--- src/rtl/zx_mem_pkg.sv ---
`default_nettype none
// +----------------------------------------------------------------------------+
// | zx_mem_pkg                                                                 |
// | Shared types and default widths for the ZX RAM arbiter slice.             |
// | Revision: 1.0                                                              |
// +----------------------------------------------------------------------------+
package zx_mem_pkg;

  localparam int ZX_ADDR_W = 16;
  localparam int ZX_DATA_W = 8;

  typedef enum logic [1:0] {
    ST_IDLE    = 2'd0,
    ST_ISSUE   = 2'd1,
    ST_CAPTURE = 2'd2
  } arb_state_e;

  typedef enum logic {
    OWN_VID = 1'b0,
    OWN_CPU = 1'b1
  } owner_e;

endpackage
`default_nettype wire

--- src/rtl/zx_ram_arbiter_if.sv ---
`default_nettype none
// +----------------------------------------------------------------------------+
// | zx_ram_arbiter_if                                                          |
// | Video, CPU and RAM-side signal bundle; slave = arbiter, master = clients.  |
// | Revision: 1.0                                                              |
// +----------------------------------------------------------------------------+
interface zx_ram_arbiter_if
  import zx_mem_pkg::*;
#(
  parameter int ADDR_W = ZX_ADDR_W,
  parameter int DATA_W = ZX_DATA_W
);

  logic              vid_req;
  logic [ADDR_W-1:0] vid_addr;
  logic [DATA_W-1:0] vid_data;
  logic              vid_ack;

  logic              cpu_req;
  logic              cpu_we;
  logic [ADDR_W-1:0] cpu_addr;
  logic [DATA_W-1:0] cpu_din;
  logic [DATA_W-1:0] cpu_dout;
  logic              cpu_ack;
  logic              cpu_wait;

  logic              ram_we;
  logic [ADDR_W-1:0] ram_addr;
  logic [DATA_W-1:0] ram_din;
  logic [DATA_W-1:0] ram_dout;

  modport slave (
    input  vid_req, vid_addr, cpu_req, cpu_we, cpu_addr, cpu_din, ram_dout,
    output vid_data, vid_ack, cpu_dout, cpu_ack, cpu_wait, ram_we, ram_addr, ram_din
  );

  modport master (
    output vid_req, vid_addr, cpu_req, cpu_we, cpu_addr, cpu_din, ram_dout,
    input  vid_data, vid_ack, cpu_dout, cpu_ack, cpu_wait, ram_we, ram_addr, ram_din
  );

endinterface
`default_nettype wire

--- src/rtl/zx_rr_pick.sv ---
`default_nettype none
// +----------------------------------------------------------------------------+
// | zx_rr_pick                                                                 |
// | Two-way round-robin winner: video by default, CPU if video won last time.  |
// | Revision: 1.0                                                              |
// +----------------------------------------------------------------------------+
module zx_rr_pick
  import zx_mem_pkg::*;
(
  input  wire         vid_elig,
  input  wire         cpu_elig,
  input  wire owner_e last_grant,
  output logic        grant_valid,
  output owner_e      grant
);

  always_comb begin
    grant_valid = vid_elig | cpu_elig;
    grant       = OWN_VID;
    if (cpu_elig && (!vid_elig || (last_grant == OWN_VID))) begin
      grant = OWN_CPU;
    end
  end

endmodule
`default_nettype wire

--- src/rtl/zx_ram_arbiter.sv ---
`default_nettype none
// +----------------------------------------------------------------------------+
// | zx_ram_arbiter                                                             |
// | Shares one single-port RAM between video fetch and CPU, 3 cycles/access.   |
// | Revision: 1.0                                                              |
// +----------------------------------------------------------------------------+
module zx_ram_arbiter
  import zx_mem_pkg::*;
#(
  parameter int ADDR_W = ZX_ADDR_W,
  parameter int DATA_W = ZX_DATA_W
)
(
  input wire              clk_a,
  input wire              reset,
  zx_ram_arbiter_if.slave bus
);

  arb_state_e        r_state,    w_state_nxt;
  owner_e            r_owner,    w_owner_nxt;
  logic              r_acc_we,   w_acc_we_nxt;
  logic              r_ram_we,   w_ram_we_nxt;
  logic [ADDR_W-1:0] r_ram_addr, w_ram_addr_nxt;
  logic [DATA_W-1:0] r_ram_din,  w_ram_din_nxt;
  logic              r_vid_ack,  w_vid_ack_nxt;
  logic              r_cpu_ack,  w_cpu_ack_nxt;
  logic [DATA_W-1:0] r_vid_data, w_vid_data_nxt;
  logic [DATA_W-1:0] r_cpu_dout, w_cpu_dout_nxt;

  logic              w_vid_elig;
  logic              w_cpu_elig;
  logic              w_grant_valid;
  owner_e            w_grant;

  // A held request is stale during its own ack cycle.
  assign w_vid_elig = bus.vid_req & ~r_vid_ack;
  assign w_cpu_elig = bus.cpu_req & ~r_cpu_ack;

  // r_owner also serves as the last-grant memory for alternation.
  zx_rr_pick u_rr_pick (
    .vid_elig    (w_vid_elig),
    .cpu_elig    (w_cpu_elig),
    .last_grant  (r_owner),
    .grant_valid (w_grant_valid),
    .grant       (w_grant)
  );

  always_comb begin
    w_state_nxt    = r_state;
    w_owner_nxt    = r_owner;
    w_acc_we_nxt   = r_acc_we;
    w_ram_we_nxt   = 1'b0;
    w_ram_addr_nxt = r_ram_addr;
    w_ram_din_nxt  = r_ram_din;
    w_vid_ack_nxt  = 1'b0;
    w_cpu_ack_nxt  = 1'b0;
    w_vid_data_nxt = r_vid_data;
    w_cpu_dout_nxt = r_cpu_dout;

    case (r_state)
      ST_IDLE: begin
        if (w_grant_valid) begin
          w_state_nxt = ST_ISSUE;
          w_owner_nxt = w_grant;
          if (w_grant == OWN_CPU) begin
            w_ram_addr_nxt = bus.cpu_addr;
            w_ram_din_nxt  = bus.cpu_din;
            w_ram_we_nxt   = bus.cpu_we;
            w_acc_we_nxt   = bus.cpu_we;
          end else begin
            w_ram_addr_nxt = bus.vid_addr;
            w_acc_we_nxt   = 1'b0;
          end
        end
      end

      ST_ISSUE: begin
        w_state_nxt = ST_CAPTURE;
      end

      ST_CAPTURE: begin
        w_state_nxt = ST_IDLE;
        if (r_owner == OWN_CPU) begin
          w_cpu_ack_nxt = 1'b1;
          if (!r_acc_we) begin
            w_cpu_dout_nxt = bus.ram_dout;
          end
        end else begin
          w_vid_ack_nxt  = 1'b1;
          w_vid_data_nxt = bus.ram_dout;
        end
      end

      default: begin
        w_state_nxt = ST_IDLE;
      end
    endcase
  end

  always_ff @(posedge clk_a) begin
    if (reset) begin
      r_state    <= ST_IDLE;
      r_owner    <= OWN_CPU;
      r_acc_we   <= 1'b0;
      r_ram_we   <= 1'b0;
      r_ram_addr <= '0;
      r_ram_din  <= '0;
      r_vid_ack  <= 1'b0;
      r_cpu_ack  <= 1'b0;
      r_vid_data <= '0;
      r_cpu_dout <= '0;
    end else begin
      r_state    <= w_state_nxt;
      r_owner    <= w_owner_nxt;
      r_acc_we   <= w_acc_we_nxt;
      r_ram_we   <= w_ram_we_nxt;
      r_ram_addr <= w_ram_addr_nxt;
      r_ram_din  <= w_ram_din_nxt;
      r_vid_ack  <= w_vid_ack_nxt;
      r_cpu_ack  <= w_cpu_ack_nxt;
      r_vid_data <= w_vid_data_nxt;
      r_cpu_dout <= w_cpu_dout_nxt;
    end
  end

  // Masking with reset keeps a write aborted in ISSUE from reaching the RAM.
  assign bus.ram_we   = r_ram_we & ~reset;
  assign bus.ram_addr = r_ram_addr;
  assign bus.ram_din  = r_ram_din;
  assign bus.vid_ack  = r_vid_ack;
  assign bus.vid_data = r_vid_data;
  assign bus.cpu_ack  = r_cpu_ack;
  assign bus.cpu_dout = r_cpu_dout;
  assign bus.cpu_wait = bus.cpu_req & ~r_cpu_ack;

endmodule
`default_nettype wire
--- src/flat_wrapper.sv ---
// flat-port wrapper written by rule: the top's interface ports become plain ports
module zx_ram_arbiter_flat import zx_mem_pkg::*;
#(
  parameter int ADDR_W = ZX_ADDR_W,
  parameter int DATA_W = ZX_DATA_W
)
  (clk_a, reset, bus_vid_req, bus_vid_addr, bus_cpu_req, bus_cpu_we, bus_cpu_addr, bus_cpu_din, bus_ram_dout, bus_vid_data, bus_vid_ack, bus_cpu_dout, bus_cpu_ack, bus_cpu_wait, bus_ram_we, bus_ram_addr, bus_ram_din);
  zx_ram_arbiter_if #(.ADDR_W(ADDR_W), .DATA_W(DATA_W)) bus_i ();
  input wire clk_a;
  input wire reset;
  input wire logic [$bits(bus_i.vid_req)-1:0] bus_vid_req;
  input wire logic [$bits(bus_i.vid_addr)-1:0] bus_vid_addr;
  input wire logic [$bits(bus_i.cpu_req)-1:0] bus_cpu_req;
  input wire logic [$bits(bus_i.cpu_we)-1:0] bus_cpu_we;
  input wire logic [$bits(bus_i.cpu_addr)-1:0] bus_cpu_addr;
  input wire logic [$bits(bus_i.cpu_din)-1:0] bus_cpu_din;
  input wire logic [$bits(bus_i.ram_dout)-1:0] bus_ram_dout;
  output wire logic [$bits(bus_i.vid_data)-1:0] bus_vid_data;
  output wire logic [$bits(bus_i.vid_ack)-1:0] bus_vid_ack;
  output wire logic [$bits(bus_i.cpu_dout)-1:0] bus_cpu_dout;
  output wire logic [$bits(bus_i.cpu_ack)-1:0] bus_cpu_ack;
  output wire logic [$bits(bus_i.cpu_wait)-1:0] bus_cpu_wait;
  output wire logic [$bits(bus_i.ram_we)-1:0] bus_ram_we;
  output wire logic [$bits(bus_i.ram_addr)-1:0] bus_ram_addr;
  output wire logic [$bits(bus_i.ram_din)-1:0] bus_ram_din;
  assign bus_i.vid_req = bus_vid_req;
  assign bus_i.vid_addr = bus_vid_addr;
  assign bus_i.cpu_req = bus_cpu_req;
  assign bus_i.cpu_we = bus_cpu_we;
  assign bus_i.cpu_addr = bus_cpu_addr;
  assign bus_i.cpu_din = bus_cpu_din;
  assign bus_i.ram_dout = bus_ram_dout;
  assign bus_vid_data = bus_i.vid_data;
  assign bus_vid_ack = bus_i.vid_ack;
  assign bus_cpu_dout = bus_i.cpu_dout;
  assign bus_cpu_ack = bus_i.cpu_ack;
  assign bus_cpu_wait = bus_i.cpu_wait;
  assign bus_ram_we = bus_i.ram_we;
  assign bus_ram_addr = bus_i.ram_addr;
  assign bus_ram_din = bus_i.ram_din;
  zx_ram_arbiter #(.ADDR_W(ADDR_W), .DATA_W(DATA_W)) u_core (.clk_a(clk_a), .reset(reset), .bus(bus_i));
endmodule
--- config.mk ---
export PLATFORM = sky130hd
export DESIGN_NAME = zx_ram_arbiter_flat
export DESIGN_NICKNAME = d
export VERILOG_FILES = /design/src/rtl/zx_mem_pkg.sv /design/src/rtl/zx_ram_arbiter_if.sv /design/src/rtl/zx_rr_pick.sv /design/src/rtl/zx_ram_arbiter.sv /design/src/flat_wrapper.sv
export SDC_FILE = /design/constraint.sdc
export NUM_CORES = 1
export LEC_CHECK = 0
export CORE_MARGIN = 2
export CORE_UTILIZATION = 39
export DETAILED_ROUTE_END_ITERATION = 8
export MAX_ROUTING_LAYER = met4
export PLACE_DENSITY = 0.79
export SLEW_MARGIN = 30
export SYNTH_ARGS = -nofsm -noshare
export SYNTH_HDL_FRONTEND = slang
export SYNTH_HIERARCHICAL = 1
export SYNTH_SLANG_ARGS = --single-unit
--- constraint.sdc ---
create_clock -name clk_a -period 2 [get_ports clk_a]
set_input_delay 0.3 -clock clk_a [delete_from_list [all_inputs] [get_ports clk_a]]
set_output_delay 0.3 -clock clk_a [all_outputs]
set_load 0.02 [all_outputs]
## Word-level counts from Yosys, hierarchy flattened

Cells that the tools add are included.

| storage, ports and cells | value |
|---|---|
| register bits after elaboration | 47 |
| bits of input ports | 53 |
| output and inout port bits | 44 |
| logic and storage cells | 42 |

| cells by class | value |
|---|---|
| eq/ne operators | 3 |
| mux-type cells | 7 |
| bitwise gates (word level) | 12 |
| reduce and logical (&&, ||, !) cells | 10 |

Operators with widths:

| cell | number |
|---|---|
| 16-bit 2-to-1 mux | 1 |
| 1-bit NOT | 8 |
| 3-bit AND reduction | 2 |
| 1-bit 2-to-1 mux | 4 |
| 2-bit case mux with 2 select lines | 1 |
| 2-bit AND reduction | 2 |
| 1-bit bitwise AND | 3 |
| 3-bit OR reduction | 1 |
| 2-bit by 1-bit equality test with 1-bit output, second input constant | 1 |
| 2-bit equality test, second input constant | 1 |
| 2-bit logical NOT | 1 |
| 2-bit 2-to-1 mux | 1 |
| 2-bit inequality test, second input constant | 1 |
| 2-bit OR reduction | 1 |
| 1-bit logical AND | 1 |
| 1-bit logical NOT | 1 |
| 1-bit logical OR | 1 |
| 1-bit bitwise OR | 1 |

## Longest topological paths before layout

Gate-level depths: netlist of the first run.

| depth | value |
|---|---|
| depth after elaboration | 7 |
| depth in mapped cells | 7 |
| mapped depth without buffers | 5 |

## By module

Netlist of the first run, hierarchy kept.

By module, submodules not included:

| module | times used | cells each | area an instance (µm²) | seq. area each (µm²) |
|---|---|---|---|---|
| zx_ram_arbiter | 1 | 173 | 1859.3 | 940.9 |
| zx_rr_pick | 1 | 2 | 13.8 | 0.0 |

## Worst setup path after synthesis of the first run

Ideal clock, no wire load.

| path | value |
|---|---|
| kind | reg-to-reg |
| start | register u_core.r_cpu_ack, in the netlist u_core/bus.cpu_ack |
| end | register u_core.r_ram_din[0], in the netlist u_core/bus.ram_din[0] |
| library setup time | 0.132 ns |
| data arrival time | 1.744 ns |
| required time | 1.868 ns |
| path slack | 0.123 ns |
| cell stages (with the launch flop) | 8 |
| path buffers | 2 |
| clock period less this slack | 1.877 ns |
| cells stage by stage | dfxtp_1 > nor2b_1 > a21boi_0 > buf_4 > and4bb_2 > buf_6 > mux2i_1 > nor2_1 |

| on the way | value |
|---|---|
| cells in the longest elaborated chain, start to end | 5 |
| elaborated cells between the ends (all ways) | 6 |
| classes of those cells | mux (1); bitwise (3); reduce/logical (2) |

RTL lines:

| item | RTL line | source |
|---|---|---|
| start, declared | zx_ram_arbiter.sv:26 | `logic r_cpu_ack, w_cpu_ack_nxt;` |
| start signal, assigned | zx_ram_arbiter.sv:120 | `r_cpu_ack <= w_cpu_ack_nxt;` |
| 1-bit NOT | -- |  |
| 1-bit bitwise AND | -- |  |
| net bus_cpu_wait | flat_wrapper.sv:22 | `output wire logic [$bits(bus_i.cpu_wait)-1:0] bus_cpu_wait;` |
| 1-bit logical AND | zx_rr_pick.sv:20 | `if (cpu_elig && (!vid_elig \|\| (last_grant == OWN_VID))) begin` |
| 1-bit 2-to-1 mux | zx_rr_pick.sv:20 |  |
| net u_core.w_grant | zx_ram_arbiter.sv:33 | `owner_e w_grant;` |
| 3-bit AND reduction (no source line) | -- |  |
| end signal, assigned | zx_ram_arbiter.sv:118 | `r_ram_din <= w_ram_din_nxt;` |
| end, declared | zx_ram_arbiter.sv:24 | `logic [DATA_W-1:0] r_ram_din, w_ram_din_nxt;` |

The timed path passes the listed nets, and every way through them passes these cells.
A chain may end at the register's enable or synchronous reset.

## Worst setup path in the final report of the first run

| path | value |
|---|---|
| start | input port bus_cpu_req |
| end | output port bus_cpu_wait |

| on the way | value |
|---|---|
| cells in the longest elaborated chain, start to end | 1 |

RTL lines:

| item | RTL line | source |
|---|---|---|
| start, declared | flat_wrapper.sv:13 | `input wire logic [$bits(bus_i.cpu_req)-1:0] bus_cpu_req;` |
| 1-bit bitwise AND | zx_ram_arbiter.sv:134 | `assign bus.cpu_wait = bus.cpu_req & ~r_cpu_ack;` |
| end, declared | flat_wrapper.sv:22 |  |

No other way between the ends.

==> results of run 1 <==
[how the worst max path moves through the flow]
stage,to,cells after the start,startpoint
final,bus_cpu_wait,3,bus_cpu_req
after global placement,u_core/bus.ram_din[1]$_SDFFE_PP0P_,6,bus_cpu_req
after detailed placement,u_core/bus.ram_din[0]$_SDFFE_PP0P_,6,bus_cpu_req
after floorplan,u_core/bus.ram_din[0]$_SDFFE_PP0P_,7,u_core/bus.cpu_ack$_SDFF_PP0_
after global routing,bus_cpu_wait,3,bus_cpu_req
after CTS,bus_cpu_wait,3,bus_cpu_req
[routing by layer]
metal | global-route usage (%) | part of all wire [%] | up-vias
met2 | 26.9 | 49 | 52
met1 | 19.8 | 42 | 732
met4 | 6.67 | 1.3 | 0
met3 | 5.21 | 7.9 | 7
met5 | - | 0 | -
li1 | - | - | 795
[flip-flops by register name, summed over array words and instances (netlist names)]
name / cells
u_core/bus.ram_addr: 16
u_core/r_ram_we: 1
u_core/bus.vid_ack: 1
u_core/r_acc_we: 1
u_core/bus.cpu_ack: 1
u_core/bus.ram_din: 8
u_core/bus.vid_data: 8
u_core/bus.cpu_dout: 8
u_core/r_state: 2
u_core/r_owner: 1
[synthesized netlist by cell type, types with 2 or more instances]
| cell | n | area, um2 |
|---|---|---|
| nor2b_1 | 3 | 18.8 |
| and4bb_2 | 3 | 37.5 |
| buf_4 | 5 | 37.5 |
| buf_2 | 2 | 10.0 |
| clkbuf_1 | 4 | 15.0 |
| dfxtp_1 | 47 | 941 |
| nor3b_1 | 2 | 15.0 |
| a211oi_1 | 12 | 90.1 |
| a211oi_2 | 4 | 50.1 |
| mux2i_1 | 40 | 400 |
| nor2_1 | 41 | 154 |
[worst register-to-register path: stages, from the launching register on]
cell and delay (ns):
dfxtp_1 0.32, nor2b_1 0.18, a21boi_2 0.22, and4bb_2 0.45, mux2i_1 0.23, nor2_1 0.06
[metrics by stage]
step,cell area (um2),instances,utilization [%],hold slack (ns),total power [W]
after floorplan,1870,175,-,0.375,0.00134
after global placement,2870,317,61.3,0.457,0.00159
after detailed placement,2870,317,61.3,0.483,0.00160
after CTS,2960,325,63.1,0.503,0.00216
after global routing,2960,325,63.1,0.527,0.00224
final,2960,325,63.1,0.498,0.00213
[area by class of cell]
cell class	instances	area share, %
clock inverters	3	0.676
repair buffers	101	34.0
well taps	54	2.28
multi-input cells	114	28.9
inverters	1	0.127
clock buffers	5	2.32
flip-flops and latches	47	31.8
[cell families (layout without fill, tap and decap cells)]
logic type             Yosys count  after routing  synth area share, %
AO/OA/AOI/OAI                   19             19                 8.82
buffers and inverters           14            110                 4.54
flip-flops                      47             47                 50.2
multiplexers                    40             40                 21.4
AND/OR/NAND/NOR                 55             55                 15.0
[where the power goes]
group	internal, W	switching [W]
sequential	0.00100	0.0000390
clock	0.000243	0.000317
combinational	0.000293	0.000238
total	0.00154	0.000594
==> flow_metrics.py, run 1 <==
metrics = {
    "run": {
        "cap_violations": 0,
    },
    "layout": {
        "register_area_um2": 941,
        "diodes": 0,
        "area_growth_pct": 58.2,
        "layout_common_cells": "clkdlybuf4s50_1 (95), dfxtp_1 (47), nor2_1 (41)",
        "multi_input_area_um2": 856,
        "nets": 323,
        "final.fill_count": 398,
        "drive_above_1_share_pct": 9.59,
        "final_common_cell": "clkdlybuf4s50_1",
    },
    "drt": {
        "vias": 1586,
        "avgRoutedWirePerCell_um": 13.5,
        "dr.pass1.iters": 4,
        "drt-vias-per-instance": 4.88,
        "dr.first_iter.drc_count": 87,
        "drc": 0,
        "ant_nets": 0,
        "routed_wl_mm": 4.40,
    },
    "hold_path": {
        "hp-class": "reg -> reg",
        "whs_endpoint": "u_core/r_acc_we$_SDFFE_PP0P_",
        "hold_start": "u_core/r_acc_we$_SDFFE_PP0P_",
        "hold_path_depth": 1,
    },
    "die": {
        "dieWidth_um": 73.3,
        "dieArea_mm2": 0.00537,
        "rows": 25,
        "ios": 97,
        "die_h_um": 73.3,
        "core-area_mm2": 0.00469,
        "start_util_pct": 39.9,
    },
    "power_and_ir_drop": {
        "power_density_mw_per_mm2": 719,
        "p_leak_nw": 1.08,
        "ir_drop_mv": 0.490,
    },
    "critical_path": {
        "reg2reg_to": "u_core/bus.ram_din[0]$_SDFFE_PP0P_",
        "r2r-start": "u_core/bus.cpu_ack$_SDFF_PP0_",
        "worstPathMaxFanout": 3,
        "start_kind": "input pin",
        "slowest_stage": "clkdlybuf4s50_1",
        "cpMostUsedCell": "clkdlybuf4s50_1",
        "cp_top_family": "buffers and inverters",
        "end_kind": "output port",
        "crit_type": "in -> out",
        "path_cells": "clkdlybuf4s50_1 -> nor2b_1 -> clkdlybuf4s50_1",
        "worst-path-buf-inv": 2,
        "reg2reg_depth": 5,
        "cp.required_ns": 1.70,
        "critPathArrivalTime_ns": 1.58,
        "rrSetupSlack_ns": 0.41,
        "cpPeakStageDelay_ns": 0.64,
    },
    "sta": {
        "max_slew_margin_pct": 66.4,
        "drv_slew": 0,
        "finClkSkew_ns": 0.00478,
        "rsz0062_at_grt": "no",
        "final-hold-violation-count": 0,
        "fmax_mhz": 533,
        "setup_ws_ns": 0.124,
        "setup_viol": 0,
        "tns_ns": 0,
        "period_share_pct": 93.8,
        "worst_pin_slew_ns": 0.504,
        "min_period_ns": 1.88,
    },
    "clock_network": {
        "numCtsBuffers": 5,
        "ctsRootBufferMaster": "clkbuf_8",
        "postCtsSetupBuffers": 0,
        "cts_resized": 0,
        "path_clk_slew_ns": 0.09,
        "cts_buffer_depth": 2,
        "cts_tree": "done",
        "clk-insertion-delay-late_ns": 0.30,
        "htreeDepth": 2,
        "cts_hold_buf": 0,
        "clock_sinks": 47,
    },
    "synth": {
        "yosysSeqAreaShare_pct": 50.2,
        "syn-instance-count": 175,
        "ys_warn_count": 6,
        "synthArstFlopShare_pct": 0,
        "syn_area_mm2": 0.00187,
        "synth_cell_types": 23,
        "synth_seq_cells": 47,
        "synth_area_per_cell_um2": 10.7,
        "synth_edf_count": 0,
        "synth_top_flop_cell": "dfxtp_1",
        "syn_nets": 228,
    },
    "place": {
        "io_buffer_count": 96,
        "post-dp-hpwl_mm": 3.22,
        "gp_congestion": 0.697,
        "place_ws_ns": -0.0373,
    },
    "global_routing": {
        "grt_max_degree": 47,
        "grt_pass1_wl_mm": 6.78,
        "grt_usage_pct": 16.8,
        "grt_pass1_vias": 1521,
        "antenna_found_initial": 0,
        "overflow": 0,
    },
    "outcome": {
        "status": "completed",
    },
}
Note: power is estimated with default switching activity, not from simulation.
==> run 2: changes to the inputs <==
--- a/config.mk
+++ b/config.mk
@@ -6,4 +6,5 @@
 export NUM_CORES = 1
 export LEC_CHECK = 0
+export CORE_ASPECT_RATIO = 1.75
 export CORE_MARGIN = 2
 export CORE_UTILIZATION = 39
==> constraint.sdc (replaced) <==
create_clock -name clk_a -period 2 [get_ports clk_a]
set_input_delay 0.4 -clock clk_a [delete_from_list [all_inputs] [get_ports clk_a]]
set_output_delay 0.4 -clock clk_a [all_outputs]
set_load 0.02 [all_outputs]
==> flow_metrics.py, run 2 (synthesis gave the netlist of run 1 again) <==
metrics = {
    "layout": {
        "area_growth_pct": 61.5,
        "diodes": 0,
        "layout_common_cells": "clkdlybuf4s50_1 (94), dfxtp_1 (47), nor2_1 (41)",
        "largest_reg_flops": 16,
        "nets": 326,
        "drive_above_1_share_pct": 10.2,
        "final_common_cell": "clkdlybuf4s50_1",
        "final.fill_count": 407,
        "utilization_pct": 64.8,
    },
    "die": {
        "start_util_pct": 40.1,
        "core-area_mm2": 0.00467,
        "ios": 97,
        "die_h_um": 95.7,
        "rows": 33,
        "dieWidth_um": 56.4,
        "dieArea_mm2": 0.00539,
    },
    "critical_path": {
        "reg2reg_to": "u_core/bus.ram_addr[12]$_SDFFE_PP0P_",
        "cp.required_ns": 1.60,
        "rrSetupSlack_ns": 0.45,
        "r2r-start": "u_core/bus.cpu_ack$_SDFF_PP0_",
        "end_kind": "output port",
        "critPathArrivalTime_ns": 1.42,
        "start_kind": "input pin",
        "reg2reg_depth": 5,
        "crit_type": "in -> out",
        "worstPathMaxFanout": 3,
    },
    "global_routing": {
        "grt_max_degree": 47,
        "met3_usage_pct": 3.80,
        "busiest_layer": "met2",
        "antenna_found_initial": 0,
        "grt_use_met1_pct": 18.2,
        "grt_pass1_wl_mm": 6.98,
        "grt_usage_pct": 16.9,
        "grt_pass1_vias": 1546,
        "overflow": 0,
        "met2_usage_pct": 30.5,
    },
    "clock_network": {
        "ctsRootBufferMaster": "clkbuf_8",
        "htreeDepth": 2,
        "clock_sinks": 47,
        "numCtsBuffers": 5,
        "cts_resized": 1,
        "clk-insertion-delay-late_ns": 0.29,
        "cts_tree": "done",
        "postCtsSetupBuffers": 0,
        "cts_hold_buf": 0,
        "cts_buffer_depth": 2,
        "path_clk_slew_ns": 0.08,
    },
    "sta": {
        "period_share_pct": 91.2,
        "tns_ns": 0,
        "min_period_ns": 1.82,
        "rsz0062_at_grt": "no",
        "finClkSkew_ns": 0.00434,
        "max_slew_margin_pct": 66.2,
        "drv_slew": 0,
        "final-hold-violation-count": 0,
        "setup_viol": 0,
        "fmax_mhz": 548,
        "worst_pin_slew_ns": 0.507,
    },
    "drt": {
        "avgRoutedWirePerCell_um": 13.6,
        "ant_nets": 0,
        "drt-vias-per-instance": 4.85,
        "dr.pass1.iters": 4,
        "drc": 0,
        "vias": 1580,
        "dr.first_iter.drc_count": 15,
        "routed_wl_mm": 4.44,
    },
    "hold_path": {
        "hp-class": "reg -> reg",
        "hold_start": "u_core/bus.vid_data[7]$_SDFFE_PP0P_",
        "hold_path_depth": 2,
        "whs_endpoint": "u_core/bus.vid_data[7]$_SDFFE_PP0P_",
    },
    "run": {
        "cap_violations": 0,
    },
    "outcome": {
        "status": "completed",
    },
    "power_and_ir_drop": {
        "power_density_mw_per_mm2": 787,
        "p_leak_nw": 1.13,
        "ir_drop_mv": 0.731,
    },
    "place": {
        "post-dp-hpwl_mm": 3.24,
        "io_buffer_count": 96,
        "gp_congestion": 0.678,
    },
}
run 2: cell types whose count changed in the layout (fill, tap and decap cells not counted):
cell,previous run,this run
buf_4,4,7
bufinv_16,0,2
clkbuf_1,0,1
clkdlybuf4s50_1,95,94
clkinv_2,1,0
clkinvlp_4,2,0
dlygate4sd2_1,0,1
run 2: stage by stage:
step | cell area (um2) | instances | total power (W) | setup slack (ns) | hold slack (ns)
after detailed placement | 2890 | 318 | 0.00160 | -0.152 | 0.485
after CTS | 3030 | 326 | 0.00241 | 0.154 | 0.501
after global placement | 2890 | 318 | 0.00159 | -0.138 | 0.474
after global routing | 3030 | 326 | 0.00249 | 0.0754 | 0.526
after floorplan | 1870 | 175 | 0.00134 | 0.0908 | 0.441
final | 3030 | 326 | 0.00238 | 0.176 | 0.497
run 2: routing by layer:
metal | vias up | routed length (um)
li1 | 800 | -
met1 | 718 | 1770
met2 | 56 | 2330
met3 | 6 | 281
met4 | 0 | 59
met5 | - | 0
run 2: cell type report:
cell class	instances	area [um2]	area share, %
repair buffers	104	1030	34.0
flip-flops and latches	47	941	31.1
multi-input cells	114	856	28.3
clock buffers	6	72.6	2.40
well taps	52	65.1	2.15
clock inverters	2	60.1	1.99
inverters	1	3.75	0.124
run 2: worst max path at each step:
stage | start | endpoint | slack (ns) | cells after the start
final | bus_cpu_req | bus_cpu_wait | 0.18 | 3
after global routing | bus_cpu_req | u_core/bus.ram_addr[10]$_SDFFE_PP0P_ | 0.08 | 6
after CTS | bus_cpu_req | bus_cpu_wait | 0.15 | 3
after detailed placement | bus_cpu_req | u_core/bus.ram_addr[12]$_SDFFE_PP0P_ | -0.15 | 6
after global placement | bus_cpu_req | bus_cpu_wait | -0.14 | 3
after floorplan | bus_cpu_req | u_core/bus.ram_din[0]$_SDFFE_PP0P_ | 0.09 | 7
run 2: critical path: stages:
cell	delay, ns
clkdlybuf4s50_1	0.45
nor2b_1	0.21
dlygate4sd2_1	0.37
run 2: power by group:
part           switching [W]  internal [W]  total (W)  leakage [nW]
clock               0.000306      0.000499   0.000806        0.0654
combinational       0.000237      0.000297   0.000535         0.677
sequential         0.0000395       0.00100    0.00104         0.385
total               0.000583       0.00180    0.00238          1.13
